[src/rtl/fetch_unit.sv]
// rtl/fetch_unit.sv - program counter, instruction register, status register and retired-instruction counter
//
// Ports:
//   clk        system clock, all state updates on the rising edge
//   rst_f      asynchronous active-low reset
//   pc_rst     synchronous PC clear strobe (highest priority PC update)
//   pc_write   PC update enable
//   pc_sel     0: PC advances by one, 1: PC loads br_target
//   br_sel     1: absolute branch (imm), 0: relative branch (pc_out + imm)
//   ir_load    latch imem_data into the instruction register
//   stat_we    latch stat_in into the status register
//   stat_in    ALU flags {C,V,N,Z}
//   imem_data  instruction word at address pc_out (combinational memory)
//   pc_out     current PC, also the instruction memory address
//   ir         instruction register
//   opcode/mm/rs/rt/rd/imm  fixed slices of ir
//   stat       status register
//   br_target  currently selected branch target
//   instr_cnt  saturating count of IR loads since reset
module fetch_unit #(
    parameter int PC_W  = 16,
    parameter int IR_W  = 32,
    parameter int CNT_W = 16
) (
    input  logic             clk,
    input  logic             rst_f,
    input  logic             pc_rst,
    input  logic             pc_write,
    input  logic             pc_sel,
    input  logic             br_sel,
    input  logic             ir_load,
    input  logic             stat_we,
    input  logic [3:0]       stat_in,
    input  logic [IR_W-1:0]  imem_data,
    output logic [PC_W-1:0]  pc_out,
    output logic [IR_W-1:0]  ir,
    output logic [3:0]       opcode,
    output logic [3:0]       mm,
    output logic [3:0]       rs,
    output logic [3:0]       rt,
    output logic [3:0]       rd,
    output logic [15:0]      imm,
    output logic [3:0]       stat,
    output logic [PC_W-1:0]  br_target,
    output logic [CNT_W-1:0] instr_cnt
);

    logic [PC_W-1:0] imm_ext;

    // Size cast zero-extends or truncates the 16-bit immediate to the PC width.
    assign imm_ext = PC_W'(imm);

    // Relative targets use the already-incremented PC; the sum wraps modulo 2^PC_W.
    assign br_target = br_sel ? imm_ext : pc_out + imm_ext;

    always_ff @(posedge clk or negedge rst_f) begin
        if (!rst_f) begin
            pc_out <= '0;
        end else if (pc_rst) begin
            pc_out <= '0;
        end else if (pc_write) begin
            pc_out <= pc_sel ? br_target : pc_out + PC_W'(1);
        end
    end

    // Captures the word at the pre-update PC when fetch also advances pc_out.
    always_ff @(posedge clk or negedge rst_f) begin
        if (!rst_f) begin
            ir <= '0;
        end else if (ir_load) begin
            ir <= imem_data;
        end
    end

    always_ff @(posedge clk or negedge rst_f) begin
        if (!rst_f) begin
            stat <= '0;
        end else if (stat_we) begin
            stat <= stat_in;
        end
    end

    // Saturates at all-ones instead of wrapping back to zero.
    always_ff @(posedge clk or negedge rst_f) begin
        if (!rst_f) begin
            instr_cnt <= '0;
        end else if (ir_load && (instr_cnt != {CNT_W{1'b1}})) begin
            instr_cnt <= instr_cnt + CNT_W'(1);
        end
    end

    assign opcode = ir[31:28];
    assign mm     = ir[27:24];
    assign rs     = ir[23:20];
    assign rt     = ir[19:16];
    assign rd     = ir[15:12];
    assign imm    = ir[15:0];

endmodule
[config.mk]
export PLATFORM = sky130hd
export DESIGN_NAME = fetch_unit
export DESIGN_NICKNAME = d
export VERILOG_FILES = /design/src/rtl/fetch_unit.sv
export SDC_FILE = /design/constraint.sdc
export NUM_CORES = 1
export LEC_CHECK = 0
export ABC_CLOCK_PERIOD_IN_PS = 5600
export CAP_MARGIN = 20
export CORE_ASPECT_RATIO = 0.7
export CORE_MARGIN = 8
export CORE_UTILIZATION = 40
export DETAILED_ROUTE_END_ITERATION = 10
export PLACE_DENSITY = 0.73
export SYNTH_ARGS = -nofsm -noshare
export SYNTH_HDL_FRONTEND = slang
export SYNTH_SLANG_ARGS = --single-unit
[constraint.sdc]
create_clock -name clk -period 5.6 [get_ports clk]
set_clock_uncertainty 0.05 [all_clocks]
set_input_delay 0.84 -clock clk [delete_from_list [all_inputs] [get_ports clk]]
set_output_delay 0.84 -clock clk [all_outputs]
set_load 0.02 [all_outputs]
==> out/results.ini <==
[floorplan]
core_area_mm2 = 0.0110
initial_core_util_pct = 40.9
die-area_mm2 = 0.0149
io_pins = 164
die_w_um = 143
num_rows = 32
fp.dieH_um = 105

[synthesis]
synthArstFlopShare_pct = 100
synth-main-ff-cell = dfrtp_1
synthTopCellsByCount = dfrtp_1 (68), nand2_1 (43), buf_4 (40), mux2_2 (38), o21ai_0 (28)
ys_ff_latch = 68
synth_largest_area_cell = dfrtp_1
synth_fa_ha_area_share_pct = 5.19
yosys.area_share.simple_pct = 14.9
synth_top_area_share_pct = 37.9
ys_warn_count = 0
syn_area_per_cell_um2 = 9.49
synth_cell_types = 60
synth_nets = 535
synth_edf_count = 0
synthMuxAreaShare_pct = 10.3
synth_top_family_by_area = compound AO/OA/AOI/OAI gates
synth_xor_area_share_pct = 4.29
synth_area_leaders = dfrtp_1 (38%), mux2_2 (9.5%), buf_4 (6.7%)
ys_seq_area_share_pct = 37.9
synthCells = 473
synthesis.area_mm2 = 0.00449
yosysMostFrequentCell = dfrtp_1
synth_compound_area_share_pct = 18.5

[sta]
rsz0062_at_grt = no
relSlewSlack_pct = 38.8
setup_viol = 0
fin_crit_sh_pct = 75.2
fmax_ghz = 0.237
layout_min_cycle_time_ps = 4210
finalSetupTns_ps = 0
finalHoldViolCount = 0
whs_ps = 455
max_slew.worst_pin.slew_ps = 918
finalMaxSlewViolations = 0

[cts]
cts-hold-fix-buffers = 0
clk_pin_slew_worst_paths_ps = 60
clock_path_buffers = 2
cts.sinks = 68
cts_buffers = 9
cts_tree = done
post_cts.repair.setup_buffers = 0
htreeDepth = 3
cts_resized = 0
cts-root-buf = clkbuf_16
clock_latency_ps = 340

[outcome]
outcome = finished, final reports clean

[worst_setup_path]
cp-end-kind = output pin
required_ps = 4710
startpoint_type = flop
crit_arrival_ps = 3320
path_class = reg -> out
cp_max_fo = 6

[cells_and_area]
syn_to_final_growth_pct = 40.4
drive_gt1_share_pct = 12.7
fin_util_pct = 57.4
antennaDiodeCount = 0
fin_nets = 657

[detailed_routing]
routed_wirelength_um = 14500
vias = 4167
drc = 0
ant_nets = 0
drt-initial-drc-count = 348
wl_per_cell_um = 19.2
avgViaCountPerCell = 5.53
drtPass1Iterations = 5

[job]
maxCapViolations = 0

[power_and_ir_drop]
powerDensity_mw_per_mm2 = 311
p_seq_share_pct = 32.4
leakage_nw = 2.56
power_frac_clock_pct = 32.4
swShare_pct = 34.3
ir_drop_uv = 200
p_sw_mw = 0.672
p_int_mw = 1.28
p_comb_share_pct = 35.3

[placed_design]
port_buffers = 163
place.gp.congestion = 0.943
dp_hpwl_um = 10800

[global_route]
grt_usage_pct = 19.3
antenna_found_initial = 0
grt-ovfl-total = 0
grt_max_degree = 69
first_global_vias = 4217
grt_pass1_wl_um = 23000

[min_path]
worstHoldPathType = reg -> reg

critical path, cell delays in order (launching register included):
cell             delay, ps
dfrtp_1                440
ha_1                   280
fa_1                   420
a21o_1                 210
nand4_1                190
a21boi_2               110
o21a_1                 220
o21a_1                 190
o31ai_1                250
clkdlybuf4s50_1        690
power by group through the flow:
| stage | logic (mW) | clock network, mW | registers [mW] |
|---|---|---|---|
| floorplan | 0.341 | 0 | 0.693 |
| global placement | 0.683 | 0 | 0.636 |
| detailed placement | 0.690 | 0 | 0.640 |
| CTS | 0.695 | 0.651 | 0.633 |
| global route | 0.745 | 0.678 | 0.645 |
| finish | 0.690 | 0.633 | 0.633 |
flip-flops by register name, summed over array words and instances, names as in the netlist:
signal	flops
pc_out	16
stat	4
ir	32
instr_cnt	16
layer usage:
metal  track usage (%)  routed length [um]  vias up
li1                  -                   -     1959
met1              25.1                6390     2001
met2              29.7                6360      193
met3              8.14                1600       14
met4              3.70                 102        0
met5                 0                   0        -
placed cells by master (no fill, tap or decap), types with 3 or more instances in the layout:
cell type,instances
a21o_1,9
clkinv_4,3
xor2_1,8
o31ai_1,3
a311oi_1,6
buf_4,3
o21ai_1,4
nor2b_1,3
clkdlybuf4s50_1,161
nand4_1,13
inv_1,10
a21oi_1,23
xnor2_1,14
dfrtp_1,68
nand3_1,17
a21oi_2,4
mux2_2,38
a31oi_1,6
nor4_1,7
o21a_1,4
a211o_1,5
or3_1,3
a211oi_1,5
clkbuf_16,9
o211ai_1,5
nor2_1,21
nand2_1,43
o21ai_0,28
a22oi_1,4
and3_1,5
ha_1,17
nor3_1,12
cell families (layout without fill, tap and decap cells):
group           Yosys count  after routing
simple gates            135            135
compound gates          123            123
flops                    68             68
buf+inv                  66            193
mux                      41             41
xor+xnor                 22             22
fa+ha+maj                18             18
area by class of cell:
| cell class | instances | area (um^2) |
|---|---|---|
| sequential | 68 | 1700 |
| timing repair buffer | 166 | 1640 |
| tap | 153 | 191 |
| fill | 997 | 4670 |
| inverter | 11 | 41.3 |
| multi-input combinational | 339 | 2380 |
| clock buffer | 10 | 239 |
| clock inverter | 6 | 95.1 |
worst paths after layout:
check / startpoint / end / slack [ps] / depth (start not counted)
worst max-delay path: pc_out[0] / br_target[14] / 1390 / 9
min in group asynchronous: rst_f / ir[10] / 650 / 2
worst min register to register: stat[3] / stat[3] / 450 / 1
worst min-delay path: stat[3] / stat[3] / 450 / 1
worst max register to register: pc_out[8] / pc_out[13] / 2680 / 7
max in group asynchronous: rst_f / pc_out[15] / 4250 / 2
stage by stage:
stage               setup slack, ps  area, um^2  total power [mW]  std cells
finish                         1390        6300              1.96        753
global route                   1170        6300              2.07        753
CTS                            1360        6300              1.98        753
detailed placement             1680        5960              1.33        737
global placement               1720        5960              1.32        737
floorplan                      2180        4490              1.03        473
Power figures use the tool's default switching activity.
==> variant (config.mk and constraints unchanged) <==
Add an input register stage for `ir_load`, cleared by the reset; this delays it by one clock. The other inputs are not delayed to match.
--- a/src/rtl/fetch_unit.sv
+++ b/src/rtl/fetch_unit.sv
@@ -45,6 +45,16 @@
     output logic [CNT_W-1:0] instr_cnt
 );
 
+    logic ir_load_q;
+
+    always_ff @(posedge clk or negedge rst_f) begin
+        if (!rst_f) begin
+            ir_load_q <= '0;
+        end else begin
+            ir_load_q <= ir_load;
+        end
+    end
+
     logic [PC_W-1:0] imm_ext;
 
     // Size cast zero-extends or truncates the 16-bit immediate to the PC width.
@@ -67,7 +77,7 @@
     always_ff @(posedge clk or negedge rst_f) begin
         if (!rst_f) begin
             ir <= '0;
-        end else if (ir_load) begin
+        end else if (ir_load_q) begin
             ir <= imem_data;
         end
     end
@@ -84,7 +94,7 @@
     always_ff @(posedge clk or negedge rst_f) begin
         if (!rst_f) begin
             instr_cnt <= '0;
-        end else if (ir_load && (instr_cnt != {CNT_W{1'b1}})) begin
+        end else if (ir_load_q && (instr_cnt != {CNT_W{1'b1}})) begin
             instr_cnt <= instr_cnt + CNT_W'(1);
         end
     end
Formal check against the unedited RTL: not equivalent (Yosys sat finds a counterexample within 4 cycles, from zero or initial values and one cycle with rst_f low).
==> variant against the original RTL <==
Register-to-register slack worse by 0.15 ns; utilization up 0.078 points; final area up 1.2%; critical path depth unchanged; sequential cell count up 1; power down 2.2%; setup slack worse by 0.34 ns; routed wire length down 0.48%; synthesized area up 1.9%; global-route usage down 0.64 points; critical path type unchanged; largest cell class unchanged; largest power group unchanged.
==> variant: results (changes against the original RTL) <==
Worst slew margin 0.333 (was 0.388); Seq/Total Area, Yosys 0.378 (was 0.379); syn_area_per_cell 9.75 µm² (was 9.49 µm²); first-pass GRT wire length 22300 µm (was 23000 µm); largest net degree at the start of global routing 70 (was 69); GPL Wtd Cong 0.907 (was 0.943); global routing usage on met2 0.277 (was 0.297); status finished clean (unchanged); Reg-to-Reg End pc_out[12]$_DFFE_PN0P_ (was pc_out[13]$_DFFE_PN0P_); mean routed wirelength per cell 19.2 µm (about the same); Area contributors post-synth dfrtp_1 38%, mux2_2 9.4%, buf_4 6.2% (was dfrtp_1 38%, mux2_2 9.5%, buf_4 6.7%); top post-synthesis cells by count 69 x dfrtp_1, 41 x nand2_1, 38 x buf_4, 38 x mux2_2, 31 x nor2_1 (was 68 x dfrtp_1, 43 x nand2_1, 40 x buf_4); Reg-to-Reg Start pc_out[0]$_DFFE_PN0P_ (was pc_out[8]$_DFFE_PN0P_); hold endpoint instr_cnt[14]$_DFFE_PN0P_ (was stat[3]$_DFFE_PN0P_); first-iteration detailed-routing DRC count 268 (was 348); DPL Wire Length 10900 µm (was 10800 µm); Total Nets Final 655 (was 657); worst vdd ir 0.000259 V (was 0.000200 V); Fillers 939 (was 997); Area after DPL 6060 µm² (was 5960 µm²); leakage 0.00258 µW (was 0.00256 µW); met3 GRT Util 0.0595 (was 0.0814); GRT Util Overall 0.187 (was 0.193); hold_sp instr_cnt[14]$_DFFE_PN0P_ (was stat[3]$_DFFE_PN0P_); pre-CTS setup slack 1.41 ns (was 1.68 ns); xor and xnor area share after synthesis 0.0441 (was 0.0429); reg2reg setup slack 2.53 ns (was 2.68 ns); crit path setup slack, layout 1.04 ns (was 1.39 ns); vias 4184 (was 4167); Arrival @ worst endpoint 3.67 ns (was 3.32 ns); syn_nets 531 (was 535); Adder-Cell Fraction of Synth Area 0.0509 (was 0.0519); Unique masters post-synth 73 (was 60); mux cell area share after synthesis 0.103 (about the same); placed cells 735 (was 737); Synth Area in Compound Gates 0.168 (was 0.185); Sw Ratio 0.333 (was 0.343)
[variant: cell types whose count changed in the layout (fill, tap and decap cells not counted), moves of 4 or more]
cell | before | now
nor2_1 | 21 | 31
nand3_1 | 17 | 11
a21o_1 | 9 | 4
and4_1 | 0 | 5
o21ai_0 | 28 | 23
a21oi_1 | 23 | 19
a311oi_1 | 6 | 2
and3_1 | 5 | 9
[variant: logic make-up (layout without fill, tap and decap cells)]
kind of cell,after synthesis,in the layout
buffers and inverters,65,193
AO/OA/AOI/OAI,104,104
adder cells (fa/ha/maj),18,18
multiplexers,42,42
XOR/XNOR,23,23
AND/OR/NAND/NOR,148,148
flip-flops,69,69
[variant: layout make-up]
class                           count  area, µm²  area share
Multi-Input combinational cell    335       2440       0.382
Tap cell                          153        191      0.0300
Clock buffer                       11        243      0.0381
Inverter                            9       33.8     0.00530
Clock inverter                      4       72.6      0.0114
Timing Repair Buffer              169       1670       0.262
Sequential cell                    69       1730       0.271
[variant: power by group through the flow]
stage	clock network (µW)	registers [µW]	logic, µW
finish	607	636	672
global route	648	647	718
CTS	626	636	676
detailed placement	0	644	672
global placement	0	639	666
floorplan	0	695	336
[variant: worst max-delay path, cell delays in order (launching register included)]
cell	delay, ns
dfrtp_1	0.43
ha_1	0.28
fa_1	0.42
a21oi_1	0.31
o21ai_4	0.08
a21oi_1	0.43
o221ai_2	0.22
o21a_1	0.22
o31ai_1	0.28
clkdlybuf4s50_1	0.67
[variant: metal layers]
| metal | part of all wire | up-vias |
|---|---|---|
| li1 | - | 1939 |
| met1 | 0.46 | 2027 |
| met2 | 0.43 | 203 |
| met3 | 0.095 | 15 |
| met4 | 0.012 | 0 |
| met5 | 0 | - |
